--- src/rtl/shift_universal_pkg.sv ---
// shift_universal_pkg: mode encoding and sizing helper
// shared by the universal shift register and its stages.
package shift_universal_pkg;

  typedef enum logic [2:0] {
    HOLD       = 3'd0,
    SHIFT_UP   = 3'd1,
    SHIFT_DOWN = 3'd2,
    LOAD       = 3'd3,
    ROT_UP     = 3'd4,
    ROT_DOWN   = 3'd5,
    CLEAR      = 3'd6,
    RSVD       = 3'd7
  } mode_e;

  function automatic int fill_width(input int depth);
    return $clog2(depth + 1);
  endfunction

endpackage

--- src/rtl/shift_universal_dff_vec.sv ---
// dff_vec: width_p-bit enabled register with synchronous
// active-low reset to reset_val_p.
module dff_vec #(
  parameter int                 width_p     = 8,
  parameter logic [width_p-1:0] reset_val_p = '0
) (
  input  logic               clk_i,
  input  logic               reset_n_i,
  input  logic               en_i,
  input  logic [width_p-1:0] d_i,
  output logic [width_p-1:0] q_o
);

  logic [width_p-1:0] r_q;

  always_ff @(posedge clk_i) begin
    if (!reset_n_i) begin
      r_q <= reset_val_p;
    end else if (en_i) begin
      r_q <= d_i;
    end
  end

  assign q_o = r_q;

endmodule

--- src/rtl/shift_universal.sv ---
// shift_universal: depth_p x width_p universal shift register with fill count.
// Rotate modes only exist when SHIFT_UNIVERSAL_ROTATE_EN is defined.
module shift_universal
  import shift_universal_pkg::*;
#(
  parameter int                         width_p     = 8,
  parameter int                         depth_p     = 5,
  parameter logic [depth_p*width_p-1:0] reset_val_p = '0
) (
  input  logic                               clk_i,
  input  logic                               reset_n_i,
  input  logic [2:0]                         mode_i,
  input  logic [width_p-1:0]                 serial_lo_i,
  input  logic [width_p-1:0]                 serial_hi_i,
  input  logic [depth_p*width_p-1:0]         load_i,
  output logic [depth_p*width_p-1:0]         data_o,
  output logic [width_p-1:0]                 serial_lo_o,
  output logic [width_p-1:0]                 serial_hi_o,
  output logic [fill_width(depth_p)-1:0]     fill_o,
  output logic                               full_o
);

  localparam int             FW   = fill_width(depth_p);
  localparam logic [FW-1:0]  FULL = FW'(depth_p);
  localparam int             W    = width_p;
  localparam int             TOP  = depth_p - 1;

  logic [depth_p*W-1:0] w_q;
  logic                 w_shu;
  logic                 w_shd;
  logic                 w_rou;
  logic                 w_rod;
  logic                 w_ld;
  logic                 w_clr;
  logic                 w_en;
  logic [FW-1:0]        w_fill_nxt;
  logic [FW-1:0]        r_fill;

  // Unknown or reserved encodings fall to the default arm (HOLD).
  always_comb begin
    w_shu = 1'b0;
    w_shd = 1'b0;
    w_rou = 1'b0;
    w_rod = 1'b0;
    w_ld  = 1'b0;
    w_clr = 1'b0;
    case (mode_e'(mode_i))
      SHIFT_UP:   w_shu = 1'b1;
      SHIFT_DOWN: w_shd = 1'b1;
      LOAD:       w_ld  = 1'b1;
`ifdef SHIFT_UNIVERSAL_ROTATE_EN
      ROT_UP:     w_rou = 1'b1;
      ROT_DOWN:   w_rod = 1'b1;
`endif
      CLEAR:      w_clr = 1'b1;
      default:    ;
    endcase
  end

  assign w_en = w_shu | w_shd | w_rou | w_rod | w_ld | w_clr;

  for (genvar k = 0; k < depth_p; k++) begin : g_stage
    logic [W-1:0] w_cur;
    logic [W-1:0] w_up;
    logic [W-1:0] w_dn;
    logic [W-1:0] w_d;

    assign w_cur = w_q[k*W +: W];

    if (k == 0) begin : g_up0
      assign w_up = serial_lo_i;
    end else begin : g_upk
      assign w_up = w_q[(k-1)*W +: W];
    end

    if (k == TOP) begin : g_dnt
      assign w_dn = serial_hi_i;
    end else begin : g_dnk
      assign w_dn = w_q[(k+1)*W +: W];
    end

`ifdef SHIFT_UNIVERSAL_ROTATE_EN
    logic [W-1:0] w_ru;
    logic [W-1:0] w_rd;

    if (k == 0) begin : g_ru0
      assign w_ru = w_q[TOP*W +: W];
    end else begin : g_ruk
      assign w_ru = w_up;
    end

    if (k == TOP) begin : g_rdt
      assign w_rd = w_q[0 +: W];
    end else begin : g_rdk
      assign w_rd = w_dn;
    end
`endif

    always_comb begin
      w_d = w_cur;
      unique case (1'b1)
        w_shu:   w_d = w_up;
        w_shd:   w_d = w_dn;
        w_ld:    w_d = load_i[k*W +: W];
        w_clr:   w_d = reset_val_p[k*W +: W];
`ifdef SHIFT_UNIVERSAL_ROTATE_EN
        w_rou:   w_d = w_ru;
        w_rod:   w_d = w_rd;
`endif
        default: w_d = w_cur;
      endcase
    end

    dff_vec #(
      .width_p     (W),
      .reset_val_p (reset_val_p[k*W +: W])
    ) u_stage (
      .clk_i     (clk_i),
      .reset_n_i (reset_n_i),
      .en_i      (w_en),
      .d_i       (w_d),
      .q_o       (w_q[k*W +: W])
    );
  end

  // Fill counts writes since reset/clear/load and never wraps.
  always_comb begin
    w_fill_nxt = r_fill;
    if (w_shu || w_shd) begin
      if (r_fill != FULL) begin
        w_fill_nxt = r_fill + 1'b1;
      end
    end else if (w_ld) begin
      w_fill_nxt = FULL;
    end else if (w_clr) begin
      w_fill_nxt = '0;
    end
  end

  always_ff @(posedge clk_i) begin
    if (!reset_n_i) begin
      r_fill <= '0;
    end else begin
      r_fill <= w_fill_nxt;
    end
  end

  assign data_o      = w_q;
  assign serial_lo_o = w_q[0 +: W];
  assign serial_hi_o = w_q[TOP*W +: W];
  assign fill_o      = r_fill;
  assign full_o      = (r_fill == FULL);

endmodule

--- config.mk ---
export PLATFORM = sky130hd
export DESIGN_NAME = shift_universal
export DESIGN_NICKNAME = d
export VERILOG_FILES = /design/src/rtl/shift_universal_pkg.sv /design/src/rtl/shift_universal_dff_vec.sv /design/src/rtl/shift_universal.sv
export SDC_FILE = /design/constraint.sdc
export NUM_CORES = 1
export LEC_CHECK = 0
export CAP_MARGIN = 20
export CORE_UTILIZATION = 46
export CTS_CLUSTER_DIAMETER = 60
export DETAILED_ROUTE_END_ITERATION = 10
export PLACE_DENSITY = 0.81
export SYNTH_ARGS = -nofsm -noshare
export SYNTH_HDL_FRONTEND = slang
export SYNTH_HIERARCHICAL = 1
export SYNTH_SLANG_ARGS = --single-unit
--- constraint.sdc ---
create_clock -name clk_i -period 2.3 [get_ports clk_i]
set_clock_uncertainty 0.1 [all_clocks]
set_input_delay 0.345 -clock clk_i [delete_from_list [all_inputs] [get_ports clk_i]]
set_output_delay 0.345 -clock clk_i [all_outputs]
set_load 0.1 [all_outputs]
# [After elaboration in Yosys (flattened, before gate mapping)]
# Index checks and enable logic that the tools add are counted.
# Widths: inputs -> output; s select.
[word_totals] register_bits=43 out_inout_bits=60 word_cells=35
[classes] n_addsub=1 eq_ne=7 muxes=13 bitwise=3 reduce_logical=5
[op_table] op="$pmux 8 s4" n=5
[op_table] op="$mux 3" n=4
[op_table] op="$eq 3x2->1 const B" n=2
[op_table] op="$eq 3x3->1 const B" n=2
[op_table] op="$mux 1" n=4
[op_table] op="$reduce_and 2->1" n=2
[op_table] op="$reduce_bool 4->1" n=1
[op_table] op="$add 3x1->3 const B" n=1
[op_table] op="$eq 3x1->1 const B" n=1
[op_table] op="$ne 3x3->1 const B" n=1
[op_table] op="$or 1x1->1" n=3
[op_table] op="$reduce_bool 3->1" n=1
[op_table] op="$ne 2x1->1 const B" n=1
[op_table] op="$logic_or 1x1->1" n=1

# [Longest topological paths before layout]
[depth] ltp_word=6 ltp_mapped=7

# [Modules after synthesis]
# The synthesis kept the hierarchy.
[modules_own_cells] module="shift_universal" instances=1 cells_each=236 area_per_inst_um2=1954.4 seq_area_each_um2=60.1
[modules_own_cells] module="dff_vec" instances=5 cells_each=25 area_per_inst_um2=301.5 seq_area_each_um2=160.2

# [Worst setup path before layout]
# Ideal clock, no wire load.
[synth_timing] path_type="register to register" startpoint="register r_fill[0], in the netlist fill_o[0]" endpoint="register r_fill[1], in the netlist fill_o[1]" t_arrival_ns=2.573 required_ns=2.080 setup_slack_ns=-0.493 path_stages_with_launch=5 n_path_buf=0 period_less_slack_ns=2.793 cell_sequence="dfxtp_1 > ha_1 > and2_1 > o41ai_1 > a211o_1"
[synth_between] elab_chain_len=3
[synth_lines] item="from (decl)" line="shift_universal.sv:37" text="logic [FW-1:0] r_fill;"
[synth_lines] item="from (signal assigned)" line="shift_universal.sv:144" text="r_fill <= w_fill_nxt;"
[synth_lines] item="$add 3x1->3 / $ne 3x3->1 (equally long branches)" line="shift_universal.sv:131, shift_universal.sv:130"
[synth_lines] item="$mux 3 / $ne 2x1->1 (equally long branches)"
[synth_lines] item="$mux 3 / $reduce_and 2->1 (equally long branches)"
# Several ways; a longest one is shown, not always the timed one. The select of a mux whose other input is x is not followed.
# A chain may end at the register's enable or synchronous reset.

# [Worst setup path in the final report]
[layout_timing] startpoint="register r_fill[1], in the netlist fill_o[1]" endpoint="output port full_o"
[layout_between] elab_chain_len=1
[layout_lines] item="$eq 3x3->1" line="shift_universal.sv:152" text="assign full_o = (r_fill == FULL);"
[layout_lines] item="to (decl)" line="shift_universal.sv:20" text="output logic full_o"
# Every way passes these cells.

==> run_results.csv <==
group,metric,value,unit
yosys,synth-edff-count,0,
cts,clkSinkCount,43,
min_path,min_path_cells,3,
drt,drcViolationCount,0,
critical_path,reg2reg_depth,5,
critical_path,cp-end-kind,"primary output",
critical_path,worstPathRequired,1.86,ns
yosys,async_flop_share,0,
timing,setup_tns,0,ns
pwr,power_frac_comb,0.482,
critical_path,r2r_start,"fill_o[1]",
timing,tightest_slew,0.384,ns
timing,slew_headroom,0.743,
global_routing,overflow,0,
cts,clk-insertion-delay-late,0.30,ns
yosys,synth.distinct_cells,30,
layout,layout.cells.non_filler,555,
pwr,clock_power_share,0.175,
min_path,hold_path.class,"in2reg",
cts,cts_buffer_depth,2,
pwr,ir_worst_vdd,0.000258,V
cts,clk_pin_slew_worst_paths,0.08,ns
place,gp_congestion,0.894,
drt,drt_pass1_iterations,4,
global_routing,grt_pass1_wl,14300,um
critical_path,startpoint,"fill_o[1]",
yosys,netlist_area,3460,um^2
timing,fmax,557,MHz
die,core-area,7250,um^2
timing,drv_slew,0,
drt,finalWirelength,9340,um
pwr,power.leakage,0.00198,uW
yosys,synth.avg_cell_area,9.59,um^2
yosys,synth_seq_area_share,0.249,
min_path,hold_path_startpoint,"mode_i[2]",
status,status,"finished, final reports clean",
cts,htree_num_levels,2,
critical_path,crit_fanout,6,
die,io_pins,121,
die,die_x,88.8,um
cts,post-cts-setup-buffer-count,0,
drt,num_vias,3249,
critical_path,worstSetupPathType,"reg2out",
layout,antenna_cells,0,
cts,tritoncts,"yes",
pwr,internal_power,1420,uW
pwr,power_density,570,nW/um^2
place,post-place-cells,549,
place,hpwl,6530,um
die,num_rows,31,
cts,ctsHoldBuffers,0,
global_routing,grt_max_degree,50,
drt,ant_nets,0,
drt,drtIter0Drc,181,
pwr,switching_power,1170,uW
global_routing,grtUsageTotal,0.232,
critical_path,crit_path_cell_trace,"inv_1, ha_1, and2_2, buf_12",
critical_path,max_stage_delay,0.37,ns
critical_path,r2r-end,"fill_o[1]",
critical_path,critPathBufInv,2,
place,numPortBuffers,120,
die,die-area,7880,um^2
yosys,synth.net_count,424,
drt,viasPerCell,5.85,
pwr,p_seq_frac,0.343,
timing,post-route-period-util,0.781,
yosys,ys_warn_count,6,
critical_path,reg2reg_setup_slack,0.78,ns
layout,drive_gt1_frac,0.289,
layout,nets,520,
critical_path,worstPathArrival,1.35,ns
timing,min_period,1.80,ns
global_routing,grt_pass1_vias,2921,
critical_path,worst_setup_path_start_kind,"flip-flop",
die,start_util,0.477,
drt,routedWlPerCell,16.8,um
min_path,holdPathEnd,"fill_o[0]",
critical_path,crit_family,"flip-flops",
flow_run,maxCapViolations,0,
cts,cts_resized,0,
timing,rsz0062_at_grt,"false",
pwr,switching_share,0.450,
layout,mostFrequentLayoutCell,"mux2i_1",
yosys,synth_flop_cell,"dfxtp_1",
global_routing,antenna_found_initial,0,
cts,cts_made_buffers,5,
cts,ctsRootBufferMaster,"clkbuf_8",
timing,setup_viol,0,
timing,holdWs,0.424,ns
layout,syn_to_final_growth,31.3,%
critical_path,crit_slowest_cell,"dfxtp_2",
yosys,ys_ff_latch,43,
yosys,netlist_instances,361,
timing,hold_viol,0,
die,die_h,88.8,um
layout,mostFrequentLayoutCells,"mux2i_1 (80), buf_4 (75), clkdlybuf4s50_1 (57)",
tightest hold or removal path: stages:
cell	delay [ns]
buf_2	0.18
nor2_1	0.13
o31a_1	0.13
registers in the layout (all words and copies together) (netlist names):
name	count
g_stage.u_stage/q_o	40
fill_o	3
layout make-up:
class	count	area (um^2)
Timing Repair Buffer	138	1210
Tap cell	99	124
Clock buffer	6	72.6
Multi-Input combinational cell	267	2270
Inverter	2	7.51
Sequential cell	43	865
Fill cell	618	2710
synthesized netlist by cell type (2+ instances only):
cell | count | area, um^2
inv_1 | 2 | 7.51
nor2_1 | 4 | 15.0
mux2_2 | 40 | 450
nor3b_1 | 2 | 15.0
nor2b_1 | 42 | 263
clkbuf_1 | 7 | 26.3
ha_1 | 2 | 25.0
a21oi_1 | 41 | 205
buf_2 | 12 | 60.1
buf_4 | 21 | 158
a221oi_1 | 40 | 350
mux2i_1 | 80 | 801
dfxtp_1 | 43 | 861
buf_6 | 9 | 101
routing by layer:
layer / share of wire / up-vias / GRT usage
met5: 0 / - / 0
met4: 0.021 / 0 / 0.0821
met3: 0.061 / 16 / 0.0373
met2: 0.46 / 118 / 0.380
met1: 0.45 / 1569 / 0.308
li1: - / 1546 / -
through the flow:
| step | total power [uW] | setup slack [ns] | instance area, um^2 | utilization |
|---|---|---|---|---|
| finish | 2590 | 0.503 | 4550 | 0.627 |
| global route | 2700 | 0.448 | 4550 | 0.627 |
| CTS | 2590 | 0.502 | 4550 | 0.627 |
| detailed placement | 2150 | 0.317 | 4470 | 0.617 |
| global placement | 2130 | 0.430 | 4470 | 0.617 |
| floorplan | 1860 | 0.205 | 3470 | - |
cells by family after synthesis:
| kind of cell | share of synthesized area |
|---|---|
| AOI/OAI and AO/OA | 0.182 |
| adders and majority gates | 0.00723 |
| and+or+nand+nor | 0.0990 |
| muxes | 0.361 |
| DFF | 0.249 |
| buffers and inverters | 0.102 |
power by group through the flow:
stage	registers, uW	logic [uW]	clock network [uW]
after CTS	887	1250	459
after global placement	900	1230	0
after floorplan	1270	593	0
after detailed placement	905	1250	0
final	888	1250	454
after global routing	901	1310	492
worst max path at each step:
stage                                      to  cells past startpoint
floorplan                           fill_o[1]                      4
global placement    g_stage[2].u_stage/q_o[4]                      7
detailed placement  g_stage[0].u_stage/q_o[4]                      7
CTS                                    full_o                      4
global route                           full_o                      4
finish                                 full_o                      4
No activity file was read; power rests on OpenSTA's default activity.
==> RTL edit (same flow settings) <==
Reset style: asynchronous (`reset_n_i`), changed in 2 clocked blocks.
--- a/src/rtl/shift_universal_dff_vec.sv
+++ b/src/rtl/shift_universal_dff_vec.sv
@@ -13,7 +13,7 @@
 
   logic [width_p-1:0] r_q;
 
-  always_ff @(posedge clk_i) begin
+  always_ff @(posedge clk_i or negedge reset_n_i) begin
     if (!reset_n_i) begin
       r_q <= reset_val_p;
     end else if (en_i) begin
--- a/src/rtl/shift_universal.sv
+++ b/src/rtl/shift_universal.sv
@@ -137,7 +137,7 @@
     end
   end
 
-  always_ff @(posedge clk_i) begin
+  always_ff @(posedge clk_i or negedge reset_n_i) begin
     if (!reset_n_i) begin
       r_fill <= '0;
     end else begin
Formal check against the unedited RTL: differs if reset_n_i is asserted again (counterexample within 4 cycles, from zero or initial values and one cycle with reset_n_i low); with reset_n_i held inactive, the same outputs for 10 cycles.
==> RTL edit against the unedited design <==
- routed wire length shrank 3.1%
- sequential cell count is the same
- synthesized cell count grew 5.3%
- cell area grew 1.8%
- register-to-register slack gained 30 ps
- synthesized area grew 4.6%
- setup slack lost 52 ps
- die area grew 4.5%
- highest routed layer unchanged
Power is not compared: it rests on default switching activity, and its combinational part moved more than twofold at a synthesized area within 25%.
==> RTL edit: results (changes against the unedited design) <==
worst hold path depth: 4 (was 3)
sequential share of cell area: 0.2332 (was 0.1902)
gp weighted congestion: 0.7763 (was 0.8936)
overall routing resource usage: 0.2198 (was 0.2318)
syn nets: 443 (was 424)
IR drop worst, VDD: 0.0007209 V
DR pass1 iterations: 4 (unchanged)
register area share after synthesis: 0.2971 (was 0.2486)
Placement Setup Slack: 386.8 ps (was 317.1 ps)
worst path arrival time: 1400 ps (was 1350 ps)
Reg area: 0.001080 mm2 (was 864.6 um2)
fill count: 644 (was 618)
bufs w/o clock: 135 (was 138)
DRT iter0 DRCs: 145 (was 181)
non-filler cells, final: 568 (was 555)
most frequent cells after synthesis: a21oi_1, dfrtp_1, mux2_4, mux2i_1, nor2_1 (was mux2i_1, dfxtp_1, nor2b_1, a21oi_1)
DP Area: 0.004519 mm2 (was 0.004473 mm2)
signal buffers share of area: 0.2584 (was 0.2659)
estimated wirelength of the detail-placed design: 6446 um (was 6526 um)
delay of the slowest cell on the worst path: 440 ps (was 370 ps)
vias in the first global route: 2994 (was 2921)
Synth area leaders: dfrtp_1, mux2_4, mux2i_1 (was dfxtp_1, mux2i_1, mux2_2)
placed insts: 559 (was 549)
invs w/o clock: 3 (was 2)
result of the run: complete, no violations (unchanged)
origin of the critical flop-to-flop path: fill_o[1] (unchanged)
Clock-cell share: 0.02162 (was 0.01596)
# Taps: 99 (unchanged)
hold slack: 415.2 ps (was 424.4 ps)
Slew @ Worst Pin: 445.4 ps (was 384.4 ps)
Hold EP: fill_o[0] (unchanged)
reg-to-reg critical path endpoint: fill_o[0] (was fill_o[1])
seq_cells: 43 (unchanged)
crit path max-delay cell type: dfrtp_2 (was dfxtp_2)
post-synthesis async set-or-reset flop share: 1.000 (was 0)
Yosys cell types: 30 (unchanged)
multi-input combinational cell count: 280 (was 267)
multi-input logic area: 0.002118 mm2 (was 0.002268 mm2)
first-pass GRT wire length: 14850 um (was 14320 um)
fin nets: 531 (was 520)
R2R cell count: 7 (was 5)
routed len/inst: 15.93 um (was 16.82 um)
n_diodes: 0 (unchanged)
Mapped Avg Cell Area: 9.532 um2 (was 9.590 um2)
vias per cell: 5.710 (was 5.854)
maximum fanout along the worst path: 5 (was 6)
clock buffers: 8 (was 6)
layout cells sized above 1: 0.2793 (was 0.2895)
pin count of the biggest net entering global routing: 46 (was 50)
Worst Hold Launch: mode_i[2] (unchanged)
antenna violations before repair: 0 (unchanged)
CTS buffer count: 5 (unchanged)
R2R Setup Slk: 810 ps (was 780 ps)
==> RTL edit: cells by family (layout without fill, tap and decap cells) <==
| kind of cell | after synthesis | count (layout) | share of synthesized area |
|---|---|---|---|
| adders and majority gates | 2 | 2 | 0.006907 |
| DFF | 43 | 43 | 0.2971 |
| muxes | 80 | 80 | 0.2763 |
| buffers and inverters | 57 | 146 | 0.1212 |
| AOI/OAI and AO/OA | 130 | 130 | 0.2207 |
| and+or+nand+nor | 68 | 68 | 0.07772 |
==> RTL edit: worst max path at each step <==
stage	slack, ps	endpoint	from
final	450	full_o	fill_o[1]
after global routing	350	full_o	fill_o[1]
after CTS	450	full_o	fill_o[1]
after detailed placement	390	g_stage[0].u_stage/q_o[4]	mode_i[1]
after global placement	430	g_stage[2].u_stage/q_o[5]	mode_i[1]
after floorplan	40	fill_o[0]	fill_o[0]
==> RTL edit: what timing repair did <==
| item | CTS | global route |
|---|---|---|
| endpoints found under the hold margin | 43 | 0 |
| buffers inserted | 0 | 0 |
| setup endpoints to repair | 0 | 0 |
| hold buffers | 1 | 0 |
==> RTL edit: power by group through the flow <==
stage | registers (W) | clock network, W | logic [W]
finish | 0.00130 | 0.000538 | 0.00337
CTS | 0.00129 | 0.000543 | 0.00339
global placement | 0.00129 | 0 | 0.00335
global route | 0.00134 | 0.000584 | 0.00350
detailed placement | 0.00131 | 0 | 0.00338
floorplan | 0.00262 | 0 | 0.00142
==> RTL edit: metal layers <==
layer	part of all wire	up-vias	global-route usage	routed length, um
li1	-	1567	-	-
met1	0.43	1556	0.2823	3870
met2	0.51	108	0.3794	4622
met3	0.051	12	0.04040	457
met4	0.011	0	0.05242	97
met5	0	-	0	0
